### config.mk
export PLATFORM = sky130hd
export DESIGN_NAME = pulse_trigger
export DESIGN_NICKNAME = d
export VERILOG_FILES = /design/src/rtl/pulse_trigger.sv
export SDC_FILE = /design/constraint.sdc
export NUM_CORES = 1
export LEC_CHECK = 0
export CORE_MARGIN = 2
export CORE_UTILIZATION = 25
export CTS_BUF_LIST = sky130_fd_sc_hd__clkbuf_8
export DETAILED_ROUTE_END_ITERATION = 7
export GPL_TIMING_DRIVEN = 0
export SYNTH_ARGS = -nofsm -noshare
export SYNTH_HDL_FRONTEND = slang
export SYNTH_SLANG_ARGS = --single-unit
### constraint.sdc
create_clock -name clk -period 4.15 [get_ports clk]
set_input_delay 0.83 -clock clk [delete_from_list [all_inputs] [get_ports clk]]
set_output_delay 0.83 -clock clk [all_outputs]
set_load 0.05 [all_outputs]
### src/rtl/pulse_trigger.sv
// Baseline-subtracted threshold trigger: captures a fixed window after each
// crossing and emits peak, charge (including pre-trigger samples) and timestamp.
module pulse_trigger #(
    parameter int THRESH  = 50,
    parameter int PRESAMP = 4,
    parameter int WINDOW  = 32,
    parameter int HOLDOFF = 16
) (
    input  logic        clk,
    input  logic        rst_n,
    input  logic [13:0] indata,
    input  logic [13:0] baseline,
    input  logic        bl_done,
    input  logic        enable,
    output logic        evt_valid,
    input  logic        evt_ready,
    output logic [13:0] evt_peak,
    output logic [19:0] evt_charge,
    output logic [31:0] evt_time,
    output logic        busy,
    output logic [15:0] lost_cnt
);

    typedef enum logic [1:0] {
        S_WAIT_BL,
        S_ARMED,
        S_CAPTURE,
        S_HOLDOFF
    } state_t;

    state_t      r_state;
    state_t      w_state_next;

    logic [13:0] r_amp;
    logic [31:0] r_tcnt;
    logic [31:0] r_tcnt_d;
    logic [13:0] r_pre [PRESAMP];
    logic [19:0] r_pre_sum;
    logic [19:0] r_charge;
    logic [13:0] r_peak;
    logic [31:0] r_t_trig;
    logic [6:0]  r_wcnt;
    logic [7:0]  r_hcnt;

    logic        w_run;
    logic        w_trig;
    logic        w_commit;
    logic        w_slot_free;
    logic [19:0] w_charge_acc;
    logic [13:0] w_peak_acc;

    assign w_run        = enable & bl_done;
    assign w_trig       = (r_amp >= 14'(THRESH));
    assign w_charge_acc = r_charge + 20'(r_amp);
    assign w_peak_acc   = (r_amp > r_peak) ? r_amp : r_peak;
    assign w_slot_free  = ~evt_valid | evt_ready;
    assign busy         = (r_state == S_CAPTURE) || (r_state == S_HOLDOFF);

    // NOTE: sequential state uses non-blocking assignments so every register
    // samples pre-edge values regardless of statement order.
    always_ff @(posedge clk or negedge rst_n) begin
        if (!rst_n) r_state <= S_WAIT_BL;
        else        r_state <= w_state_next;
    end

    // NOTE: defaults assigned first so no path through the case leaves an
    // output unassigned and infers a latch.
    always_comb begin
        w_state_next = r_state;
        w_commit     = 1'b0;
        if (!w_run) begin
            w_state_next = S_WAIT_BL;
        end else begin
            case (r_state)
                S_WAIT_BL: w_state_next = S_ARMED;
                S_ARMED:   if (w_trig) w_state_next = S_CAPTURE;
                S_CAPTURE: begin
                    if (r_wcnt == 7'(WINDOW - 1)) begin
                        w_commit     = 1'b1;
                        w_state_next = (HOLDOFF == 0) ? S_ARMED : S_HOLDOFF;
                    end
                end
                S_HOLDOFF: if (r_hcnt == 8'(HOLDOFF - 1)) w_state_next = S_ARMED;
                default:   w_state_next = S_WAIT_BL;
            endcase
        end
    end

    always_ff @(posedge clk or negedge rst_n) begin
        if (!rst_n) begin
            r_amp      <= '0;
            r_tcnt     <= '0;
            r_tcnt_d   <= '0;
            // NOTE: the pre-trigger line is a short shift register that must
            // read as zero after reset, so it is reset like ordinary flops.
            for (int i = 0; i < PRESAMP; i++) r_pre[i] <= '0;
            r_pre_sum  <= '0;
            r_charge   <= '0;
            r_peak     <= '0;
            r_t_trig   <= '0;
            r_wcnt     <= '0;
            r_hcnt     <= '0;
            evt_valid  <= 1'b0;
            evt_peak   <= '0;
            evt_charge <= '0;
            evt_time   <= '0;
            lost_cnt   <= '0;
        end else begin
            r_amp    <= (indata >= baseline) ? (indata - baseline) : 14'd0;
            r_tcnt   <= r_tcnt + 32'd1;
            r_tcnt_d <= r_tcnt;

            if (r_state == S_WAIT_BL) begin
                for (int i = 0; i < PRESAMP; i++) r_pre[i] <= '0;
                r_pre_sum <= '0;
            end else begin
                r_pre[0] <= r_amp;
                for (int i = 1; i < PRESAMP; i++) r_pre[i] <= r_pre[i-1];
                r_pre_sum <= r_pre_sum + 20'(r_amp) - 20'(r_pre[PRESAMP-1]);
            end

            // Trigger sample opens the window with the pre-trigger sum folded in.
            if (r_state == S_ARMED && w_trig) begin
                r_charge <= r_pre_sum + 20'(r_amp);
                r_peak   <= r_amp;
                r_t_trig <= r_tcnt_d;
                r_wcnt   <= 7'd1;
            end else if (r_state == S_CAPTURE) begin
                r_charge <= w_charge_acc;
                r_peak   <= w_peak_acc;
                r_wcnt   <= r_wcnt + 7'd1;
            end

            if (r_state == S_HOLDOFF) r_hcnt <= r_hcnt + 8'd1;
            else                      r_hcnt <= '0;

            if (w_commit && w_slot_free) begin
                evt_valid  <= 1'b1;
                evt_peak   <= w_peak_acc;
                evt_charge <= w_charge_acc;
                evt_time   <= r_t_trig;
            end else if (evt_ready) begin
                evt_valid  <= 1'b0;
            end

            if (w_commit && !w_slot_free && lost_cnt != 16'hFFFF)
                lost_cnt <= lost_cnt + 16'd1;
        end
    end

endmodule

# Yosys cells after proc, flatten, opt, wreduce, memory -nomap -nowiden
# Index checks and enable logic that the tools add are counted.
[word_totals]
register_bits = 320
input_bits = 33
out_inout_bits = 84
elab_cells = 73
[op_classes]
addsub = 8
n_lt_le_gt_ge = 3
n_eq_ne = 9
muxes = 21
n_bitwise = 3
reduce_logical = 10
[ops]
columns = ["operator", "count"]
rows = [
  ["two-way mux 20 bit", 3],
  ["two-way mux 14 bit", 4],
  ["two-way mux 56 bit", 1],
  ["adder 20 x 14 -> 20 bit", 2],
  ["adder 32 x 1 -> 32 bit, second input constant", 1],
  ["subtractor 20 x 14 -> 20 bit", 1],
  ["adder 16 x 1 -> 16 bit, second input constant", 1],
  ["inequality test 16 bit, second input constant", 1],
  ["greater-or-equal comparator 14 bit", 1],
  ["greater-or-equal comparator 14 x 6 -> 1 bit, second input constant", 1],
  ["greater-than comparator 14 bit", 1],
  ["two-way mux 7 bit", 2],
  ["subtractor 14 bit", 1],
  ["inequality test 3 bit, second input constant", 3],
  ["adder 8 x 1 -> 8 bit, second input constant", 1],
  ["equality test 8 x 4 -> 1 bit, second input constant", 1],
  ["two-way mux 2 bit", 4],
  ["two-way mux 8 bit", 1],
  ["one-hot mux 2 bit (4 select lines)", 1],
  ["adder 7 x 1 -> 7 bit, second input constant", 1],
  ["equality test 7 x 5 -> 1 bit, second input constant", 1],
  ["two-way mux 1 bit", 5],
  ["equality test 2 bit, second input constant", 2],
  ["logical AND 1 bit", 4],
  ["other kinds (9)", 10],
]

# Logic depth before layout (Yosys ltp)
[logic_depth]
depth_word = 6
ltp_mapped = 16
mapped_depth_nobuf = 16

# Worst setup path after synthesis
# Ideal clock, no wire load.
[synth_path]
path_type = "flip-flop to flip-flop"
from = "register r_amp[0]"
to = "register r_pre_sum[19]"
setup_time_ns = 0.078
arrival_ns = 3.614
t_required_ns = 4.072
slack_ns = 0.457
path_stages_with_launch = 16
n_path_buf = 0
period_less_slack_ns = 3.693
cell_sequence = "dfrtp_1 > ha_1 > fa_1 > a211o_1 > o211ai_1 > a21oi_1 > a21oi_1 > xnor2_1 > ha_1 > a21o_1 > a21oi_1 > o21ai_0 > a41oi_1 > a21oi_1 > or4_1 > a21oi_1"
[synth_between]
elab_chain_len = 3
[synth_rtl]
columns = ["item", "line", "text"]
rows = [
  ["start, declared", "34", "logic [13:0] r_amp;"],
  ["start signal, assigned", "109", "r_amp <= (indata >= baseline) ? (indata - baseline) : 14'd0;"],
  ["adder 20 x 14 -> 20 bit", "119", "r_pre_sum <= r_pre_sum + 20'(r_amp) - 20'(r_pre[PRESAMP-1]);"],
  ["subtractor 20 x 14 -> 20 bit", "119", ""],
  ["two-way mux 20 bit", "113", "if (r_state == S_WAIT_BL) begin"],
  ["end signal, assigned", "119", ""],
  ["end, declared", "38", "logic [19:0] r_pre_sum;"],
]
# Every way passes these cells.
# A chain may end at the register's enable or synchronous reset.

# Worst setup path after layout
[layout_path]
from = "register r_state[0]"
to = "output port busy"
[layout_between]
elab_chain_len = 2
word_cells_on_any_way = 3
classes_between = "2 x eq/ne; 1 x reduce/logical"
[layout_rtl]
columns = ["item", "line", "text"]
rows = [
  ["start, declared", "31", "state_t r_state;"],
  ["start signal, assigned", "63", "else r_state <= w_state_next;"],
  ["equality test 2 bit", "57", "assign busy = (r_state == S_CAPTURE) || (r_state == S_HOLDOFF);"],
  ["logical OR 1 bit *", "57", ""],
  ["end, declared", "20", "output logic busy,"],
]
# Mark *: on every way between the ends. The rest lies on a longest branch, timed or not.

==> results.md <==
* Clock Tree Buf Depth at 3
* Comb power frac at 30.6%
* Period utilization at 95.5%
* XOR/XNOR Fraction of Synth Area at 7.08%
* Rel. slew slack at 37.8%
* Pin count of the biggest net entering global routing at 128
* RSZ-0062 raised after global routing: false
* Residual DRC at 5
* CTS Sinks at 320
* R2R cell count at 16
* Placer Congestion at 0.853
* Synth Area in Compound Gates at 8.53%
* Commonest non-fill, non-tap cells in the layout: dfrtp_1 (316), nand2_1 (220), clkdlybuf4s50_1 (114), nor2_1 (84), ha_1 (77)
* Syn_area_per_cell at 10.7 um2
* Worst-path clk slew at 0.06 ns
* Final TNS setup at 0 ns
* First-pass GRT wire length at 59000 um
* Ys Warns at 0
* Area delta synth->final at 22.9%
* Final hold vios at 0
* Die area at 61800 um2
* Worst EP required at 3.32 ns
* Sequential power share at 38.1%
* DRT Pass-1 Iters at 7
* Crit path DAT at 3.13 ns
* Mean routed wirelength per cell at 15.4 um
* Grt ovf at 0
* Clock latency on the worst-skew pair at 0.61 ns
* Failing checks: design-rule violations
* Sequential share of the synthesized area at 53.5%
* #FFs+latches synth at 320
* TritonCTS Buffers at 52
* Die Y at 249 um
* CORE AREA at 59100 um2
* Die X-Extent at 249 um
* Library cells used by synthesis at 61
* Fin cells at 2385
* H-tree depth at 2
* Net switching fraction of the power at 33.5%
* Post-synthesis mux area share at 5.47%
* Total track usage at 11.9%
* Ranking of synthesized cells by area: dfrtp_1 (54%), ha_1 (6.5%), nand2_1 (5.5%), xnor2_1 (4.3%), mux2_2 (3.5%)
* Critical path's slowest cell: dlygate4sd2_1
* Leading area contributor after synthesis: dfrtp_1
* P_leak at 8.58 nW
* DP Area at 17200 um2
* Fmax at 0.252 GHz
* Antenna cells at 0
* CP Cell Sequence: inv_1 > ha_1 > buf_2 > clkbuf_2 > or2_2 > dlygate4sd2_1
* Final net count at 1688
* Commonest non-fill, non-tap cell in the layout: dfrtp_1
* Vias in the first global route at 10900
* Final core occ at 31.1%
* DRT Wirelength at 36600 um
* Largest family of logic cells by synthesized area: simple AND/OR/NAND/NOR gates
* Peak VDD IR at 0.253 mV
* Antenna violations before repair at 0
* Skew final at 0.0320 ns
* # rows at 89
* Share of cells above drive strength 1 at 10.9%
* NetSw at 3.18 mW
* Design area at 18400 um2
* Startpoint types: flop
* Vias per std cell at 4.43
* Endpoint type of the worst setup path: output pin
* Cells after Synth at 1397
* Max cap viols at 0
* Setup Viol. Count Final at 0
* Placed insts at 2288
* Status: complete, but fails checks
* CTS tree: built
* Hold Path Class: input pin to async pin
* CP max stage delay at 0.58 ns
* Area share of and/or/nand/nor cells after synthesis at 15.8%
* Number of synthesized flops with an enable pin at 0
* Fin. max-slew vios at 0
* Mapped Nets at 1512
* WS Path Type: flop to output pin
* Fillers at 5975
* Port Buffers at 116
* Synth Area in Adders at 7.06%
* Clk pwr share at 31.2%
* Ports at 117
* Root buffer cell: clkbuf_8
* Initial Util at 25.3%
* Power per Cell Area at 515 nW/um2
* Netlist Area Pre-Place at 15000 um2
* Post-detail-place hpwl at 26700 um
* Antenna-violating nets left at 0
* Period minus WS final at 3.96 ns
* Dominant synthesized flop cell: dfrtp_1
* Via count at 10600
* Worst-path fanout max at 10
* P_int at 6.30 mW
* DRT iter0 DRCs at 617
* Slew @ Worst Pin at 0.934 ns
* Synth async-reset ratio at 100%
* Top-area cell type share of the netlist area at 53.5%
-- power groups by stage --
stage | sequential (mW) | combinational [mW] | clock, mW
after floorplan | 3.57 | 2.05 | 0
after global placement | 3.67 | 2.60 | 0
after detailed placement | 3.66 | 2.69 | 0
after CTS | 3.61 | 2.79 | 3.05
after global routing | 3.64 | 3.21 | 3.19
final | 3.61 | 2.90 | 2.96
-- critical path: cells and delay by family, from the launching register on --
kind                       cells  cell delay (ns)
buffers and inverters          4             1.51
adders and majority gates      1             0.44
DFF                            1             0.42
and+or+nand+nor                1             0.18
-- cells in the mapped netlist, drive strengths merged, types with 17 or more instances --
cell / number
dfrtp: 320
nand2: 220
nor2: 84
ha: 78
xnor2: 73
nor2b: 69
o21ai: 63
inv: 61
a21oi: 48
xor2: 48
mux2: 46
nand3: 35
clkbuf: 33
mux2i: 30
and3: 22
nand4: 19
a21o: 17
-- metrics by stage --
| stage | hold slack [ns] | power [mW] | setup WS (ns) |
|---|---|---|---|
| final | 0.214 | 9.48 | 0.186 |
| after global routing | 0.235 | 10.0 | 0.0340 |
| after CTS | 0.203 | 9.45 | 0.00336 |
| after detailed placement | 0.388 | 6.36 | -0.131 |
| after global placement | 0.378 | 6.27 | -11.34 |
| after floorplan | 0.373 | 5.62 | 0.457 |
-- state kept, by name, summed over array words and instances, names as in the netlist --
register    cells
evt_charge     20
evt_peak       14
evt_time       32
evt_valid       1
lost_cnt       16
r_amp          14
r_charge       20
r_hcnt          8
r_peak         14
r_pre          56
r_pre_sum      20
r_state         2
r_t_trig       32
r_tcnt         32
r_tcnt_d       32
r_wcnt          7
-- worst paths after layout --
path / from / end / slack, ns
max in group asynchronous: rst_n / r_amp[4] / 2.35
min reg2reg: r_tcnt[31] / r_tcnt_d[31] / 0.40
min in group clk: r_tcnt[31] / r_tcnt_d[31] / 0.40
max: r_state[0] / busy / 0.19
max reg2reg: r_amp[0] / r_pre_sum[18] / 0.23
min: rst_n / lost_cnt[9] / 0.21
-- metal layers --
metal  vias up  share of wire (%)  wire (um)  track usage (%)
met3        64                7.1       2620             3.55
met5         -               0.18         65            0.695
met4         2                2.4        890             3.52
met2       245                 44      16200             18.7
li1       5092                  -          -                -
met1      5174                 46      16800             15.6
-- final cells by class --
class                   count  area, um2  share of cell area [%]
multi-input cells         977       6640                    36.1
plain buffers              38        149                   0.809
clock inverters            28        249                    1.35
well taps                 773        967                    5.26
flip-flops and latches    320       8010                    43.6
inverters                  62        233                    1.27
repair buffers            122       1250                    6.80
clock buffers              65        895                    4.86
-- cells by family (layout without fill, tap and decap cells) --
| family | Yosys count | in the layout |
|---|---|---|
| AND/OR/NAND/NOR | 504 | 504 |
| flip-flops | 320 | 320 |
| AO/OA/AOI/OAI | 194 | 194 |
| XOR/XNOR | 121 | 121 |
| buffers and inverters | 100 | 315 |
| adder cells (fa/ha/maj) | 82 | 82 |
| multiplexers | 76 | 76 |
-- what timing repair did --
item	4_1_cts	5_1_grt
setup buffers	2	2
hold buffers	0	0
resized for setup	8	15
endpoints found under the setup margin	7	8
pin swaps	1	4
Note: power is estimated with default switching activity, not from simulation.
